[src/rtl/seq_detector_param_if.sv]
`default_nettype none
// +----------------------------------------------------------------------------+
// | Module  : seq_detector_param_if                                            |
// | Brief   : Pattern-load, serial-bit and match-report bundle of the detector |
// | Revision: 1.0                                                              |
// +----------------------------------------------------------------------------+
interface seq_detector_param_if #(
  parameter int PAT_W = 8,
  parameter int LEN_W = 4,
  parameter int CNT_W = 8
);
  logic             load;
  logic [PAT_W-1:0] pat;
  logic [LEN_W-1:0] len;
  logic             ovl;
  logic             din_vld;
  logic             din;
  logic             d;
  logic             armed;
  logic [CNT_W-1:0] match_cnt;

  modport master (
    output load, pat, len, ovl, din_vld, din,
    input  d, armed, match_cnt
  );

  modport slave (
    input  load, pat, len, ovl, din_vld, din,
    output d, armed, match_cnt
  );
endinterface
`default_nettype wire

[src/rtl/seq_detector_param.sv]
`default_nettype none
// +----------------------------------------------------------------------------+
// | Module  : seq_detector_param                                               |
// | Brief   : Loadable serial pattern detector, overlap/non-overlap modes.     |
// |           Macro SEQDET_MATCH_COUNT_EN builds the saturating match counter. |
// | Revision: 1.0                                                              |
// +----------------------------------------------------------------------------+
module seq_detector_param #(
  parameter int PAT_W = 8,
  parameter int LEN_W = 4,
  parameter int CNT_W = 8
) (
  input  logic                 clk,
  input  logic                 rst,
  seq_detector_param_if.slave  bus
);

  localparam logic [0:0]       c_idle    = 1'b0;
  localparam logic [0:0]       c_run     = 1'b1;
  localparam logic [LEN_W-1:0] c_max_len = LEN_W'(PAT_W);

  logic [0:0]       r_state;
  logic [0:0]       w_state_nxt;
  logic             w_armed;
  logic [PAT_W-1:0] r_pat;
  logic [PAT_W-1:0] r_hist;
  logic [PAT_W-1:0] w_hist_nxt;
  logic [PAT_W-1:0] w_mask;
  logic [LEN_W-1:0] r_len;
  logic [LEN_W-1:0] r_fill;
  logic [LEN_W-1:0] w_fill_nxt;
  logic             r_d;
  logic             w_len_ok;
  logic             w_accept;
  logic             w_match;

  assign w_len_ok   = (bus.len != '0) && (bus.len <= c_max_len);
  // load wins over din_vld, so a bit arriving with load is never accepted
  assign w_accept   = bus.din_vld && (r_state == c_run) && !bus.load;
  assign w_hist_nxt = {r_hist[PAT_W-2:0], bus.din};
  assign w_fill_nxt = (r_fill == c_max_len) ? r_fill : r_fill + LEN_W'(1);

  for (genvar gi = 0; gi < PAT_W; gi++) begin : g_mask
    assign w_mask[gi] = (LEN_W'(gi) < r_len);
  end

  assign w_match = w_accept && (w_fill_nxt >= r_len) &&
                   (((w_hist_nxt ^ r_pat) & w_mask) == '0);

  always_ff @(posedge clk) begin
    if (rst) r_state <= c_idle;
    else     r_state <= w_state_nxt;
  end

  always_comb begin
    w_state_nxt = r_state;
    if (bus.load) w_state_nxt = w_len_ok ? c_run : c_idle;
  end

  always_comb begin
    w_armed = (r_state == c_run);
  end

  always_ff @(posedge clk) begin
    if (rst) begin
      r_pat  <= '0;
      r_len  <= '0;
      r_hist <= '0;
      r_fill <= '0;
      r_d    <= 1'b0;
    end else if (bus.load) begin
      r_pat  <= bus.pat;
      r_len  <= bus.len;
      r_hist <= '0;
      r_fill <= '0;
      r_d    <= 1'b0;
    end else if (w_accept) begin
      r_hist <= w_hist_nxt;
      // non-overlap mode demands a full fresh pattern after each hit
      r_fill <= (w_match && !bus.ovl) ? '0 : w_fill_nxt;
      r_d    <= w_match;
    end else begin
      r_d    <= 1'b0;
    end
  end

  assign bus.d     = r_d;
  assign bus.armed = w_armed;

`ifdef SEQDET_MATCH_COUNT_EN
  logic [CNT_W-1:0] r_cnt;

  always_ff @(posedge clk) begin
    if (rst || bus.load)        r_cnt <= '0;
    else if (w_match && !(&r_cnt)) r_cnt <= r_cnt + CNT_W'(1);
  end

  assign bus.match_cnt = r_cnt;
`else
  assign bus.match_cnt = {CNT_W{1'b0}};
`endif

endmodule
`default_nettype wire

[src/flat_wrapper.sv]
// flat-port wrapper written by rule: the top's interface ports become plain ports
module seq_detector_param_flat 
#(
  parameter int PAT_W = 8,
  parameter int LEN_W = 4,
  parameter int CNT_W = 8
)
  (clk, rst, bus_load, bus_pat, bus_len, bus_ovl, bus_din_vld, bus_din, bus_d, bus_armed, bus_match_cnt);
  seq_detector_param_if #(.PAT_W(PAT_W), .LEN_W(LEN_W), .CNT_W(CNT_W)) bus_i ();
  input  logic clk;
  input  logic rst;
  input wire logic [$bits(bus_i.load)-1:0] bus_load;
  input wire logic [$bits(bus_i.pat)-1:0] bus_pat;
  input wire logic [$bits(bus_i.len)-1:0] bus_len;
  input wire logic [$bits(bus_i.ovl)-1:0] bus_ovl;
  input wire logic [$bits(bus_i.din_vld)-1:0] bus_din_vld;
  input wire logic [$bits(bus_i.din)-1:0] bus_din;
  output wire logic [$bits(bus_i.d)-1:0] bus_d;
  output wire logic [$bits(bus_i.armed)-1:0] bus_armed;
  output wire logic [$bits(bus_i.match_cnt)-1:0] bus_match_cnt;
  assign bus_i.load = bus_load;
  assign bus_i.pat = bus_pat;
  assign bus_i.len = bus_len;
  assign bus_i.ovl = bus_ovl;
  assign bus_i.din_vld = bus_din_vld;
  assign bus_i.din = bus_din;
  assign bus_d = bus_i.d;
  assign bus_armed = bus_i.armed;
  assign bus_match_cnt = bus_i.match_cnt;
  seq_detector_param #(.PAT_W(PAT_W), .LEN_W(LEN_W), .CNT_W(CNT_W)) u_core (.clk(clk), .rst(rst), .bus(bus_i));
endmodule
[config.mk]
export PLATFORM = sky130hd
export DESIGN_NAME = seq_detector_param_flat
export DESIGN_NICKNAME = d
export VERILOG_FILES = /design/src/rtl/seq_detector_param_if.sv /design/src/rtl/seq_detector_param.sv /design/src/flat_wrapper.sv
export SDC_FILE = /design/constraint.sdc
export NUM_CORES = 1
export LEC_CHECK = 0
export ABC_AREA = 1
export CORE_MARGIN = 1
export CORE_UTILIZATION = 50
export DETAILED_ROUTE_END_ITERATION = 8
export GPL_TIMING_DRIVEN = 0
export MAX_ROUTING_LAYER = met4
export PLACE_DENSITY = 0.78
export SLEW_MARGIN = 20
export SYNTH_ARGS = -nofsm -noshare
export SYNTH_HDL_FRONTEND = slang
export SYNTH_SLANG_ARGS = --single-unit
[constraint.sdc]
create_clock -name clk -period 2.15 [get_ports clk]
set_clock_uncertainty 0.15 [all_clocks]
set_input_delay 0.645 -clock clk [delete_from_list [all_inputs] [get_ports clk]]
set_output_delay 0.645 -clock clk [all_outputs]
set_load 0.03 [all_outputs]
==> results of run 1 <==
==> final timing paths <==
kind | endpoint | cells after the start
setup / recovery | u_core.r_fill[2] | 16
hold / removal | u_core.r_pat[6] | 2
setup reg to reg | u_core.r_fill[2] | 16
hold reg to reg | u_core.r_pat[6] | 2
==> cells in the mapped netlist, drive strengths merged <==
library cell,count
xnor2,1
xor2,2
ha,6
buf,12
conb,1
nand4,3
nand2,59
inv,30
clkbuf,1
dfxtp,25
nor3,2
a21oi,16
o21ai,7
nor2,26
a211oi,10
nand3,7
or2,1
and3,1
==> cells by family after synthesis <==
group	share of synthesized area, %
AND/OR/NAND/NOR	30.3
adder cells (fa/ha/maj)	5.26
XOR/XNOR	1.84
flip-flops	35.1
other	0.263
AO/OA/AOI/OAI	13.3
buffers and inverters	13.9
==> repair_timing <==
item | CTS | global route
hold buffers | 0 | 0
endpoints found under the setup margin | 1 | 5
pin swaps | 0 | 9
resized for setup | 1 | 24
setup buffers | 0 | 3
==> per-stage QoR <==
| stage | util, % | hold WS, ps | worst slack, ps | power [W] |
|---|---|---|---|---|
| floorplan | - | 299 | 250 | 0.000628 |
| global placement | 61.2 | 312 | -32.4 | 0.000683 |
| detailed placement | 61.2 | 320 | -18.1 | 0.000685 |
| CTS | 62.2 | 342 | 33.7 | 0.000904 |
| global route | 65.7 | 362 | -65.5 | 0.000947 |
| finish | 65.7 | 338 | 77.4 | 0.000898 |
==> layer usage <==
| metal | GRT usage [%] | wire length [µm] | up-vias |
|---|---|---|---|
| met1 | 27.6 | 1380 | 602 |
| li1 | - | - | 717 |
| met4 | 6.43 | 25 | 0 |
| met5 | - | 0 | - |
| met3 | 2.11 | 125 | 2 |
| met2 | 32.4 | 1460 | 36 |
==> area by class of cell <==
class,instances,area (µm²),area share (%)
multi-input cells,149,811,45.1
flip-flops and latches,25,512,28.5
plain buffers,13,86.3,4.81
repair buffers,21,204,11.4
clock inverters,1,7.51,0.418
inverters,30,115,6.41
clock buffers,3,22.5,1.25
well taps,31,38.8,2.16
==> flip-flops by register name (all words and copies together) (netlist names) <==
signal            flops
u_core.bus.armed      1
u_core.r_pat          8
u_core.r_len          4
u_core.r_fill         4
u_core.r_hist         7
u_core.bus.d          1
==> worst register-to-register path, cell delays in order (launching register included) <==
cell	delay [ps]
dfxtp_4	390
inv_2	60
ha_4	130
nand2_4	60
nor2_4	150
xor2_2	200
ha_2	190
inv_1	30
nand2_1	40
nand2_1	50
nand2_1	50
nand2_1	50
nor2_2	120
nor2_1	60
nand4_2	90
nand2_1	60
a21oi_1	130
==> where the power goes <==
group / internal [W] / switching [W]
Combinational: 0.0000803 / 0.000106
Clock: 0.0000713 / 0.000150
Sequential: 0.000477 / 0.0000133
Total: 0.000629 / 0.000269
==> impl_metrics.tcl, run 1 <==
set metrics [dict create \
    worstMarginPinSlew_ps 513 \
    die_h_um 55.4 \
    power.leakage_nw 0.822 \
    numCtsBuffers 3 \
    gr-usage-all-layers_pct 20.5 \
    crit_slowest_cell "dfxtp_4" \
    hold_viol 0 \
    p_per_area_nw_per_um2 500 \
    max_cap_violations 0 \
    worstSetupStartpoint "u_core.r_fill[0]" \
    viasPerCell 4.97 \
    layout_commonest_cell "nand2_1" \
    slew_viol_final 0 \
    grt.overflow.total 0 \
    crit_path_start_kind "flop" \
    end_kind "flop" \
    diodes 0 \
    path_class "flop to flop" \
    h-tree-depth 1 \
    reg2reg_from "u_core.r_fill[0]" \
    nets 267 \
    cp_top_family "simple AND/OR/NAND/NOR gates" \
    final_area_um2 1800 \
    synth-seq-cells 25 \
    critPathBufInv 2 \
    core_um2 2730 \
    clkSlewWorstSetupHoldPaths_ps 140 \
    drc 0 \
    finalWeightedCongestion 0.853 \
    seq_area_frac_synth_pct 35.1 \
    clock_path_buffers 2 \
    first_pass_iters 4 \
    dieArea_um2 3070 \
    grt_pass1_vias 1113 \
    crit_chain "inv_2 > ha_4 > nand2_4 > nor2_4 > xor2_2 > ha_2 > inv_1 > nand2_1 > nand2_1 > nand2_1 > nand2_1 > nor2_2 > nor2_1 > nand4_2 > nand2_1 > a21oi_1" \
    hp-start "u_core.r_pat[6]" \
    synth.top_cell.area_share_pct 35.1 \
    avgSynthCellArea_um2 6.80 \
    synth_area_leader_cell "dfxtp_1" \
    final_cells 273 \
    root_buffer "clkbuf_4" \
    clock-sinks 25 \
    grt_pass1_wl_mm 4.94 \
    dp.cells 266 \
    finalSetupViolations 0 \
    max_freq_mhz 482 \
    yosysUniqueCellTypes 26 \
    cpMostUsedCell "nand2_1" \
    cpPeakStageDelay_ps 390 \
    fillers 254 \
    final_layout_size_suffix_gt1_share_pct 17.8 \
    rrSetupSlack_ps 80 \
    grt_max_degree 16 \
    final_cell_mix "nand2_1, inv_1, dfxtp_1, nor2_1" \
    ir_worst_vdd_mv 0.393 \
    syn_inst 210 \
    setup_tns_ps 0 \
    placed_area_um2 1670 \
    initial_utilization_pct 52.2 \
    die_w_um 55.4 \
    cts_tree "built" \
    syn2layout_area_growth_pct 25.9 \
    finalWirelength_mm 2.99 \
    hpwlAfterDp_mm 2.21 \
    path_max_fanout 5 \
    synthTopCellsByArea "dfxtp_1, nand2_1, inv_1" \
    cp.arrival_ps 2190 \
    ios 28 \
    critPathRequiredTime_ps 2260 \
    period_minus_slack_ps 2070 \
    fin_crit_sh_pct 96.4 \
    drt-initial-drc-count 51 \
    port_buffers 18 \
    rows 19 \
    synth-warning-count 0 \
    ant_nets 0 \
    antenna_found_initial 0 \
    vias 1357 \
    clock_latency_ps 330 \
    outcome "finished clean" \
    min_path_type "flop to flop" \
    wl_per_cell_um 10.9 \
    maxSlewHeadroom_pct 65.8 \
    syn-cell-area_um2 1430 \
]
No activity file was read; power rests on OpenSTA's default activity.
==> inputs of run 2 (changes only) <==
--- a/config.mk
+++ b/config.mk
@@ -12,6 +12,7 @@
 export GPL_TIMING_DRIVEN = 0
 export MAX_ROUTING_LAYER = met4
 export PLACE_DENSITY = 0.78
+export SETUP_SLACK_MARGIN = 0.1
 export SLEW_MARGIN = 20
 export SYNTH_ARGS = -nofsm -noshare
 export SYNTH_HDL_FRONTEND = slang
==> run 2 against run 1 <==
  * First-iteration DRC count shrank 20%
  * Clock power barely moved
  * Die area unchanged
  * Largest cell class unchanged
  * Critical endpoint unchanged
  * Highest routed layer unchanged
  * Flip-flop and latch count unchanged
  * Wire length is 3.2% lower
  * Sequential power hardly changed
  * Sequential share of layout area barely moved
==> impl_metrics.tcl, run 2 (synthesis gave the netlist of run 1 again) <==
set metrics [dict create \
    cpPeakStageDelay_ps 390 \
    ios 28 \
    dp.cells 266 \
    rsz0062_at_grt "true" \
    wl_per_cell_um 10.6 \
    hold_viol 0 \
    worstMarginPinSlew_ps 502 \
    fin_crit_sh_pct 91.7 \
    finalWirelength_mm 2.89 \
    p_per_area_nw_per_um2 499 \
    regArea_um2 512 \
    max_freq_mhz 507 \
    cp.arrival_ps 2090 \
    critPathRequiredTime_ps 2260 \
    vias 1364 \
    reg2reg_depth 16 \
    final_cells 273 \
    power.leakage_nw 0.812 \
    cp_top_family "simple AND/OR/NAND/NOR gates" \
    max_cap_violations 0 \
    critPathBufInv 2 \
    final_cell_mix "nand2_1, inv_1, dfxtp_1, nor2_1" \
    grt_pass1_vias 1119 \
    clkSlewWorstSetupHoldPaths_ps 140 \
    grt_max_degree 16 \
    die_h_um 55.4 \
    diodes 0 \
    cp.depth 16 \
    grt.overflow.total 0 \
    maxSlewHeadroom_pct 66.5 \
    clock_latency_ps 330 \
    postCtsHoldBufs 0 \
    top_register "u_core.r_pat" \
    largest_register_ffs 8 \
    drt-initial-drc-count 41 \
    crit_chain "inv_4 > ha_4 > nand2_4 > nor2_4 > xor2_2 > ha_1 > inv_1 > nand2_1 > nand2_1 > nand2_1 > nand2_1 > nor2_2 > nor2_1 > nand4_2 > nand2_1 > a21oi_1" \
    syn2layout_area_growth_pct 25.8 \
    top_regs "u_core.r_pat: 8 flops, u_core.r_hist: 7 flops" \
    crit_path_start_kind "flop" \
    die_w_um 55.4 \
    grt_pass1_wl_mm 4.95 \
    outcome "finished clean" \
    final_layout_size_suffix_gt1_share_pct 18.2 \
    min_path_type "flop to flop" \
    setup_tns_ps 0 \
    initial_utilization_pct 52.2 \
    layout_commonest_cell "nand2_1" \
    path_class "flop to flop" \
    rows 19 \
    crit_slowest_cell "dfxtp_4" \
    finalWeightedCongestion 0.853 \
    reg2reg_from "u_core.r_fill[1]" \
    root_buffer "clkbuf_4" \
    path_max_fanout 4 \
    hpwlAfterDp_mm 2.21 \
    nets 267 \
    dieArea_um2 3070 \
    cpMostUsedCell "nand2_1" \
    crit_end "u_core.r_fill[2]" \
    worstSetupStartpoint "u_core.r_fill[1]" \
    drc 0 \
    core_um2 2730 \
    cts_tree "built" \
    clock-sinks 25 \
    multi_input_area_um2 813 \
    first_pass_iters 4 \
    port_buffers 18 \
    viasPerCell 5.00 \
    rrSetupSlack_ps 180 \
    fillers 253 \
    antenna_found_initial 0 \
    period_minus_slack_ps 1970 \
    r2r_end "u_core.r_fill[2]" \
    ant_nets 0 \
    gr-usage-all-layers_pct 20.5 \
    end_kind "flop" \
    slew_viol_final 0 \
    clock_path_buffers 2 \
    finalSetupViolations 0 \
    numCtsBuffers 3 \
    h-tree-depth 1 \
    ir_worst_vdd_mv 0.393 \
]
-- run 2: cell types whose count changed in the layout (fill, tap and decap cells not counted) --
cell            before  now
dlygate4sd2_1        1    2
dlymetal6s2s_1       1    0
ha_1                 4    5
ha_2                 1    0
inv_1               26   25
inv_2                3    4
nand3_1              6    5
nand3_2              1    2
-- run 2: layer usage --
layer	vias to the layer above	track usage (%)	part of all wire, %
li1	715	-	-
met1	601	27.6	46
met2	44	32.4	47
met3	4	2.11	5.2
met4	0	6.43	1.4
met5	-	-	0
-- run 2: cell type report --
cell class / count / share of cell area, %
inverters: 30 / 6.41
plain buffers: 13 / 4.81
clock inverters: 1 / 0.418
multi-input cells: 149 / 45.3
clock buffers: 3 / 1.25
well taps: 31 / 2.16
repair buffers: 21 / 11.1
flip-flops and latches: 25 / 28.5
-- run 2: what timing repair did --
action	CTS	global route
buffers inserted	1	2
setup endpoints to repair	6	4
pin swaps	1	10
resized for setup	3	23
-- run 2: worst min path at each step --
stage                          from         endpoint  slack (ps)  cells after the start
global route        u_core.r_pat[6]  u_core.r_pat[6]         360                      2
detailed placement  u_core.r_pat[4]  u_core.r_pat[4]         320                      2
floorplan           u_core.r_pat[7]  u_core.r_pat[7]         300                      2
global placement    u_core.r_pat[7]  u_core.r_pat[7]         310                      2
finish              u_core.r_pat[6]  u_core.r_pat[6]         340                      2
CTS                 u_core.r_pat[4]  u_core.r_pat[4]         340                      2
-- run 2: worst min-delay path, stage by stage, from the launching register on --
cell and delay, ps:
dfxtp_1 330, inv_1 60, a211oi_1 60
-- run 2: power breakdown --
group | switching, W | internal [W]
sequential | 0.0000134 | 0.000477
clock | 0.000148 | 0.0000713
combinational | 0.000105 | 0.0000802
total | 0.000267 | 0.000629
-- run 2: through the flow --
step | instance area, µm² | power [W] | hold slack (ps) | util, % | setup WS, ps
6_report | 1800 | 0.000895 | 338 | 65.7 | 178
5_1_grt | 1800 | 0.000946 | 362 | 65.7 | 10.5
4_1_cts | 1710 | 0.000904 | 342 | 62.5 | 113
3_5_place_dp | 1670 | 0.000685 | 320 | 61.2 | -18.1
3_3_place_gp | 1670 | 0.000683 | 312 | 61.2 | -32.4
2_1_floorplan | 1450 | 0.000628 | 299 | - | 250
==> inputs of run 3 (changes only) <==
--- a/config.mk
+++ b/config.mk
@@ -13,7 +13,7 @@
 export MAX_ROUTING_LAYER = met4
 export PLACE_DENSITY = 0.78
 export SETUP_SLACK_MARGIN = 0.1
-export SLEW_MARGIN = 20
+export SKIP_LAST_GASP = 1
 export SYNTH_ARGS = -nofsm -noshare
 export SYNTH_HDL_FRONTEND = slang
 export SYNTH_SLANG_ARGS = --single-unit
==> results of run 3 <==
No change in the layout: final DEF, timing and power equal those of run 2.
